### src/rtl/tiny_pll_pkg.sv
// Shared Tiny-PLL package: period lock detector state encoding and default parameters.
package tiny_pll_pkg;

  typedef enum logic [1:0] {
    PLD_IDLE    = 2'd0,
    PLD_MEASURE = 2'd1,
    PLD_LOCKED  = 2'd2
  } pld_state_e;

  localparam int unsigned PLD_EXP_PERIOD_DEF = 4;
  localparam int unsigned PLD_TOL_DEF        = 0;
  localparam int unsigned PLD_LOCK_COUNT_DEF = 4;
  localparam int unsigned PLD_TIMEOUT_DEF    = 16;
  localparam int unsigned PLD_CNT_W_DEF      = 16;

endpackage

### src/rtl/pld_edge_detect.sv
// Rising-edge detector for the feedback clock; PLD_SYNC_EN inserts a 2-flop synchronizer
// ahead of the edge register for sig_in asynchronous to clk_in.
module pld_edge_detect (
  input  logic clk_in,
  input  logic rst_n,
  input  logic sig_in,
  output logic rise
);

  logic sig_s;
  logic sig_d;

`ifdef PLD_SYNC_EN
  logic [1:0] sync_q;

  always_ff @(posedge clk_in) begin
    if (!rst_n) begin
      sync_q <= 2'b00;
    end else begin
      sync_q <= {sync_q[0], sig_in};
    end
  end

  assign sig_s = sync_q[1];
`else
  assign sig_s = sig_in;
`endif

  always_ff @(posedge clk_in) begin
    if (!rst_n) begin
      sig_d <= 1'b0;
    end else begin
      sig_d <= sig_s;
    end
  end

  assign rise = sig_s & ~sig_d;

endmodule

### src/rtl/period_lock_detector.sv
// Measures the sig_in period in clk_in cycles, flags fast/slow/missing edges and asserts locked
// after LOCK_COUNT consecutive in-tolerance periods. PLD_SYNC_EN enables input synchronization.
module period_lock_detector
  import tiny_pll_pkg::*;
#(
  parameter int unsigned EXP_PERIOD = PLD_EXP_PERIOD_DEF,
  parameter int unsigned TOL        = PLD_TOL_DEF,
  parameter int unsigned LOCK_COUNT = PLD_LOCK_COUNT_DEF,
  parameter int unsigned TIMEOUT    = PLD_TIMEOUT_DEF,
  parameter int unsigned CNT_W      = PLD_CNT_W_DEF
) (
  input  logic             clk_in,
  input  logic             rst_n,
  input  logic             sig_in,
  output logic [CNT_W-1:0] period_out,
  output logic             period_valid,
  output logic             locked,
  output logic             fast_err,
  output logic             slow_err
);

  localparam int unsigned MW = $clog2(LOCK_COUNT + 1);
  // Lower bound saturates at zero when TOL exceeds EXP_PERIOD.
  localparam int unsigned LoInt = (EXP_PERIOD > TOL) ? EXP_PERIOD - TOL : 0;
  localparam int unsigned HiInt = EXP_PERIOD + TOL;

  localparam logic [CNT_W-1:0] LoBound    = CNT_W'(LoInt);
  localparam logic [CNT_W-1:0] HiBound    = CNT_W'(HiInt);
  localparam logic [CNT_W-1:0] TimeoutCnt = CNT_W'(TIMEOUT);
  localparam logic [MW-1:0]    LockCnt    = MW'(LOCK_COUNT);

  pld_state_e       state;
  logic [CNT_W-1:0] cnt;
  logic [MW-1:0]    match_cnt;
  logic [MW-1:0]    match_inc;
  logic             rise;
  logic             too_fast;
  logic             in_tol;

  pld_edge_detect u_edge (
    .clk_in (clk_in),
    .rst_n  (rst_n),
    .sig_in (sig_in),
    .rise   (rise)
  );

  assign too_fast  = cnt < LoBound;
  assign in_tol    = !too_fast && (cnt <= HiBound);
  assign match_inc = (match_cnt == LockCnt) ? match_cnt : match_cnt + MW'(1);

  always_ff @(posedge clk_in) begin
    if (!rst_n) begin
      state        <= PLD_IDLE;
      cnt          <= '0;
      match_cnt    <= '0;
      period_out   <= '0;
      period_valid <= 1'b0;
      locked       <= 1'b0;
      fast_err     <= 1'b0;
      slow_err     <= 1'b0;
    end else begin
      period_valid <= 1'b0;
      fast_err     <= 1'b0;
      slow_err     <= 1'b0;
      unique case (state)
        PLD_IDLE: begin
          if (rise) begin
            cnt   <= CNT_W'(1);
            state <= PLD_MEASURE;
          end
        end
        PLD_MEASURE, PLD_LOCKED: begin
          // A rise coinciding with the timeout count is evaluated as a normal period.
          if (rise) begin
            period_out   <= cnt;
            period_valid <= 1'b1;
            cnt          <= CNT_W'(1);
            if (in_tol) begin
              match_cnt <= match_inc;
              if (match_inc == LockCnt) begin
                locked <= 1'b1;
                state  <= PLD_LOCKED;
              end
            end else begin
              match_cnt <= '0;
              locked    <= 1'b0;
              fast_err  <= too_fast;
              slow_err  <= !too_fast;
              state     <= PLD_MEASURE;
            end
          end else if (cnt == TimeoutCnt) begin
            slow_err  <= 1'b1;
            locked    <= 1'b0;
            match_cnt <= '0;
            cnt       <= '0;
            state     <= PLD_IDLE;
          end else begin
            cnt <= cnt + CNT_W'(1);
          end
        end
        default: state <= PLD_IDLE;
      endcase
    end
  end

endmodule

### config.mk
export PLATFORM = sky130hd
export DESIGN_NAME = period_lock_detector
export DESIGN_NICKNAME = d
export VERILOG_FILES = /design/src/rtl/tiny_pll_pkg.sv /design/src/rtl/pld_edge_detect.sv /design/src/rtl/period_lock_detector.sv
export SDC_FILE = /design/constraint.sdc
export NUM_CORES = 1
export LEC_CHECK = 0
export CAP_MARGIN = 20
export CORE_MARGIN = 5
export CORE_UTILIZATION = 31
export CTS_CLUSTER_DIAMETER = 60
export DETAILED_ROUTE_END_ITERATION = 7
export GPL_TIMING_DRIVEN = 0
export SETUP_SLACK_MARGIN = 0.02
export SLEW_MARGIN = 20
export SYNTH_ARGS = -nofsm -noshare
export SYNTH_HDL_FRONTEND = slang
export SYNTH_SLANG_ARGS = --single-unit
### constraint.sdc
create_clock -name clk_in -period 2.65 [get_ports clk_in]
set_clock_uncertainty 0.05 [all_clocks]
set_input_delay 0.53 -clock clk_in [delete_from_list [all_inputs] [get_ports clk_in]]
set_output_delay 0.53 -clock clk_in [all_outputs]
set_load 0.01 [all_outputs]
==> metrics.md <==
| Metric | Value |
|---|---|
| Status | completed |
| Core footprint | 6420 um2 |
| PnR worst setup slack | 0.576 ns |
| Max stage delay on crit path | 0.40 ns |
| CP cell instances | inv_1, ha_1, or3b_1, a311oi_2, nor3_2, a211oi_4, mux2i_1 |
| Worst Setup End Kind | flip-flop |
| Reg2Reg Capture Point | state[1]$_SDFFE_PN0P_ |
| Pins over their slew limit | 0 |
| Post-synthesis cell type with the largest combined area | sky130_fd_sc_hd__dfxtp_1 |
| Detailed placement HPWL | 3.22 mm |
| Wirelength, routed | 4.48 mm |
| Number of cell rows | 29 |
| Hold worst-path end | period_out[1]$_SDFFE_PN0P_ |
| Top post-synthesis cells by area | sky130_fd_sc_hd__dfxtp_1, sky130_fd_sc_hd__nand2_1, sky130_fd_sc_hd__a21oi_1 |
| DR vias | 1,722 |
| Share of cells above drive strength 1 | 11.4% |
| Layout filler cell count | 655 |
| Period minus WS final | 2.07 ns |
| Total power divided by cell area | 527 nW/um2 |
| Count of unique library cells instantiated by Yosys | 46 |
| Worst-skew pair later-pin latency | 0.30 ns |
| Number of instances on the worst hold path | 2 |
| Portion of synthesized cell area occupied by the leading cell type | 40.5% |
| Most used routing layer in global routing | met2 |
| Final Instance Area | 2480 um2 |
| Reg2Reg Depth | 7 |
| Synthesized instance count | 243 |
| Fraction of registers with async set or reset after synthesis | 0% |
| Cts repair resizes | 0 |
| Unrepaired setup endpoints after global routing | false |
| Global route overflow | 0 |
| Initial DRT Pass Iterations | 4 |
| Clock transition at the register clock pins on the worst setup and hold paths after CTS | 0.09 ns |
| Cts-stage hold buffer count | 0 |
| Sw Ratio | 29.3% |
| Post-Synthesis Net Count | 252 |
| Switching component of the power | 0.000383 W |
| Slowest cell on the critical path | sky130_fd_sc_hd__dfxtp_1 |
| Slew Limit Headroom | 66.8% |
| Area occupied by registers | 841 um2 |
| Via/cell ratio | 4.93 |
| Multi-input combinational cell area | 1130 um2 |
| Drc violations | 0 |
| Max cap viols | 0 |
| Crit path buf inv count | 1 |
| Final Hold Fails | 0 |
| Register-to-Register Setup Slack | 0.58 ns |
| Total stage count of the critical path | 7 |
| Accumulated negative setup slack | 0 ns |
| Highest attainable clock frequency | 0.482 GHz |
| DRT antenna net count | 0 |
| Chip width | 91.9 um |
| Critical Path Start Type | flip-flop |
| Static Leak | 0.860 nW |
| Count of flip-flops with a built-in enable after synthesis | 0 |
| Count of H-tree levels built during CTS | 2 |
| GR met3 Demand/Resource | 2.86% |
| DIE HEIGHT | 91.9 um |
| Number of nets in the finished design | 280 |
| TritonCTS clock tree | yes |
| Worst Setup Slack post-DPL | 0.285 ns |
| Via count of the first global-routing pass | 1,655 |
| Part of the power in combinational logic | 15.9% |
| Maximum root-to-sink buffer count | 2 |
| Wire length of the first global-routing pass | 7.73 mm |
| Crit Path Category | flip-flop to flip-flop |
| Period utilisation layout | 78.3% |
| Setup bufs post-CTS | 0 |
| Clk sink count | 42 |
| Number of DRC markers in iteration 0 | 67 |
| Syn. warnings | 0 |
| All-layer global routing usage | 11.1% |
| Cell type group with the largest total delay on the critical path | compound AO/OA/AOI/OAI gates |
| Seq pwr share | 50.1% |
| Mean area per synthesized cell | 8.55 um2 |
| P_int | 0.000922 W |
| RePlAce Congestion | 0.791 |
| Num ports | 23 |
| Placement Cell Area | 2380 um2 |
| Sequential-to-total area share from yosys stat | 40.5% |
| Worst IR Drop VDD | 0.000202 V |
| Initial antenna violation count | 0 |
| Hold WC Path Type | flip-flop to flip-flop |
| Primary flip-flop cell chosen by synthesis mapping | sky130_fd_sc_hd__dfxtp_1 |
| Root Buffer Master | sky130_fd_sc_hd__clkbuf_8 |
| Post-synth design cell area | 2080 um2 |
| Input/output buffers | 21 |
| GR Util met1 | 14.4% |
| Arrival time at the worst endpoint | 2.25 ns |
| Area growth from synthesis to final layout | 19.3% |
| Fraction of met2 tracks used by global routing | 18.1% |
| Largest net degree at the start of global routing | 14 |
| Launch instance of the worst min-delay path | period_out[1]$_SDFFE_PN0P_ |
| Final setup violation count | 0 |
| CP required | 2.83 ns |
| Number of buffers added by the clock tree synthesis step | 5 |
| Effective utilization at floorplan | 32.3% |
| Clock share of power | 34.0% |
| Worst-Margin Slew | 0.498 ns |
| Ant diodes | 0 |
| Top fanout value on the critical path | 6 |
| Number of synthesized register bits | 42 |
| Routed len/inst | 12.8 um |
| Critical register-to-register path startpoint | match_cnt[0]$_SDFFE_PN0P_ |
| DIE AREA | 8440 um2 |
-- through the flow --
step / hold WS (ns) / utilization (%) / std cells / power, W
after floorplan: 0.399 / - / 243 / 0.000824
after global placement: 0.394 / 37.1 / 341 / 0.000875
after detailed placement: 0.396 / 37.1 / 341 / 0.000877
after CTS: 0.408 / 38.6 / 349 / 0.00131
after global routing: 0.425 / 38.6 / 349 / 0.00136
final: 0.403 / 38.6 / 349 / 0.00131
-- power by group through the flow --
| stage | Sequential [W] | Combinational, W | Clock (W) |
|---|---|---|---|
| finish | 0.000653 | 0.000208 | 0.000444 |
| global placement | 0.000668 | 0.000207 | 0 |
| floorplan | 0.000667 | 0.000157 | 0 |
| CTS | 0.000653 | 0.000210 | 0.000451 |
| global route | 0.000655 | 0.000235 | 0.000474 |
| detailed placement | 0.000668 | 0.000209 | 0 |
-- routing by layer --
metal  wire (um)  share of wire, %
met1        2230                50
met5           0                 0
met2        2020                45
met4          54               1.2
met3         178               4.0
-- worst register-to-register path, stage by stage, from the launching register on --
cell	delay, ns
sky130_fd_sc_hd__dfxtp_1	0.40
sky130_fd_sc_hd__inv_1	0.09
sky130_fd_sc_hd__ha_1	0.24
sky130_fd_sc_hd__or3b_1	0.39
sky130_fd_sc_hd__a311oi_2	0.32
sky130_fd_sc_hd__nor3_2	0.09
sky130_fd_sc_hd__a211oi_4	0.22
sky130_fd_sc_hd__mux2i_1	0.21
-- cell usage after synthesis (2+ instances only) --
| cell | instances |
|---|---|
| sky130_fd_sc_hd__and4_1 | 2 |
| sky130_fd_sc_hd__xnor2_1 | 3 |
| sky130_fd_sc_hd__clkbuf_1 | 7 |
| sky130_fd_sc_hd__ha_1 | 6 |
| sky130_fd_sc_hd__nor2_1 | 15 |
| sky130_fd_sc_hd__nand2_1 | 50 |
| sky130_fd_sc_hd__inv_1 | 8 |
| sky130_fd_sc_hd__and3b_1 | 2 |
| sky130_fd_sc_hd__nand4_1 | 4 |
| sky130_fd_sc_hd__nand3_1 | 11 |
| sky130_fd_sc_hd__dfxtp_1 | 42 |
| sky130_fd_sc_hd__o21ai_0 | 6 |
| sky130_fd_sc_hd__xor2_1 | 7 |
| sky130_fd_sc_hd__mux2i_1 | 2 |
| sky130_fd_sc_hd__nor3_1 | 6 |
| sky130_fd_sc_hd__a21oi_1 | 30 |
| sky130_fd_sc_hd__and3_1 | 3 |
| sky130_fd_sc_hd__buf_6 | 2 |
| sky130_fd_sc_hd__or3_1 | 2 |
| sky130_fd_sc_hd__buf_2 | 4 |
| sky130_fd_sc_hd__a2111oi_4 | 2 |
| sky130_fd_sc_hd__and2_1 | 2 |
| sky130_fd_sc_hd__nor4_1 | 2 |
| sky130_fd_sc_hd__nor4_4 | 2 |
| sky130_fd_sc_hd__nor2b_1 | 2 |
-- cells in the final DEF, fill, tap and decap left out, drive strengths merged, types with 2 or more instances in the layout --
cell type / instances
dfxtp: 42
ha: 6
a2111oi: 2
and3b: 2
o21ai: 8
or3: 3
xnor2: 3
and2: 3
nor3: 7
nand4: 5
nor4: 5
and3: 3
a21oi: 30
nor2b: 3
inv: 8
nand3: 11
clkdlybuf4s50: 21
buf: 7
mux2i: 2
xor2: 7
clkbuf: 13
nand2: 50
nand2b: 2
nor2: 17
and4: 2
-- state kept, by name, indices dropped and copies added, names as in the netlist --
name / cells
fast_err: 1
period_valid: 1
period_out: 16
cnt: 16
match_cnt: 3
state: 2
slow_err: 1
u_edge.sig_d: 1
locked: 1
-- kinds of logic after synthesis --
family / after synthesis / synth area share (%)
compound gates: 45 / 15.2
simple gates: 116 / 30.4
mux: 2 / 0.964
xor+xnor: 10 / 4.22
flops: 42 / 40.5
fa+ha+maj: 6 / 3.61
buf+inv: 22 / 5.12
-- layout make-up --
class	count	area share, %
buffer	14	3.08
clock buffer	6	3.33
clock inverter	2	0.505
inverter	8	1.21
multi-input combinational	179	45.6
sequential	42	33.9
tap	77	3.89
timing repair buffer	21	8.48
-- how the worst max path moves through the flow --
stage,from,end,slack (ns)
3_3_place_gp,sig_in,period_out[7]$_SDFFE_PN0P_,0.30
2_1_floorplan,match_cnt[0]$_SDFFE_PN0P_,state[0]$_SDFFE_PN0P_,0.75
4_1_cts,match_cnt[0]$_SDFFE_PN0P_,state[1]$_SDFFE_PN0P_,0.55
3_5_place_dp,sig_in,period_out[13]$_SDFFE_PN0P_,0.28
6_report,match_cnt[0]$_SDFFE_PN0P_,state[1]$_SDFFE_PN0P_,0.58
5_1_grt,match_cnt[0]$_SDFFE_PN0P_,state[1]$_SDFFE_PN0P_,0.38
Power figures use the tool's default switching activity.
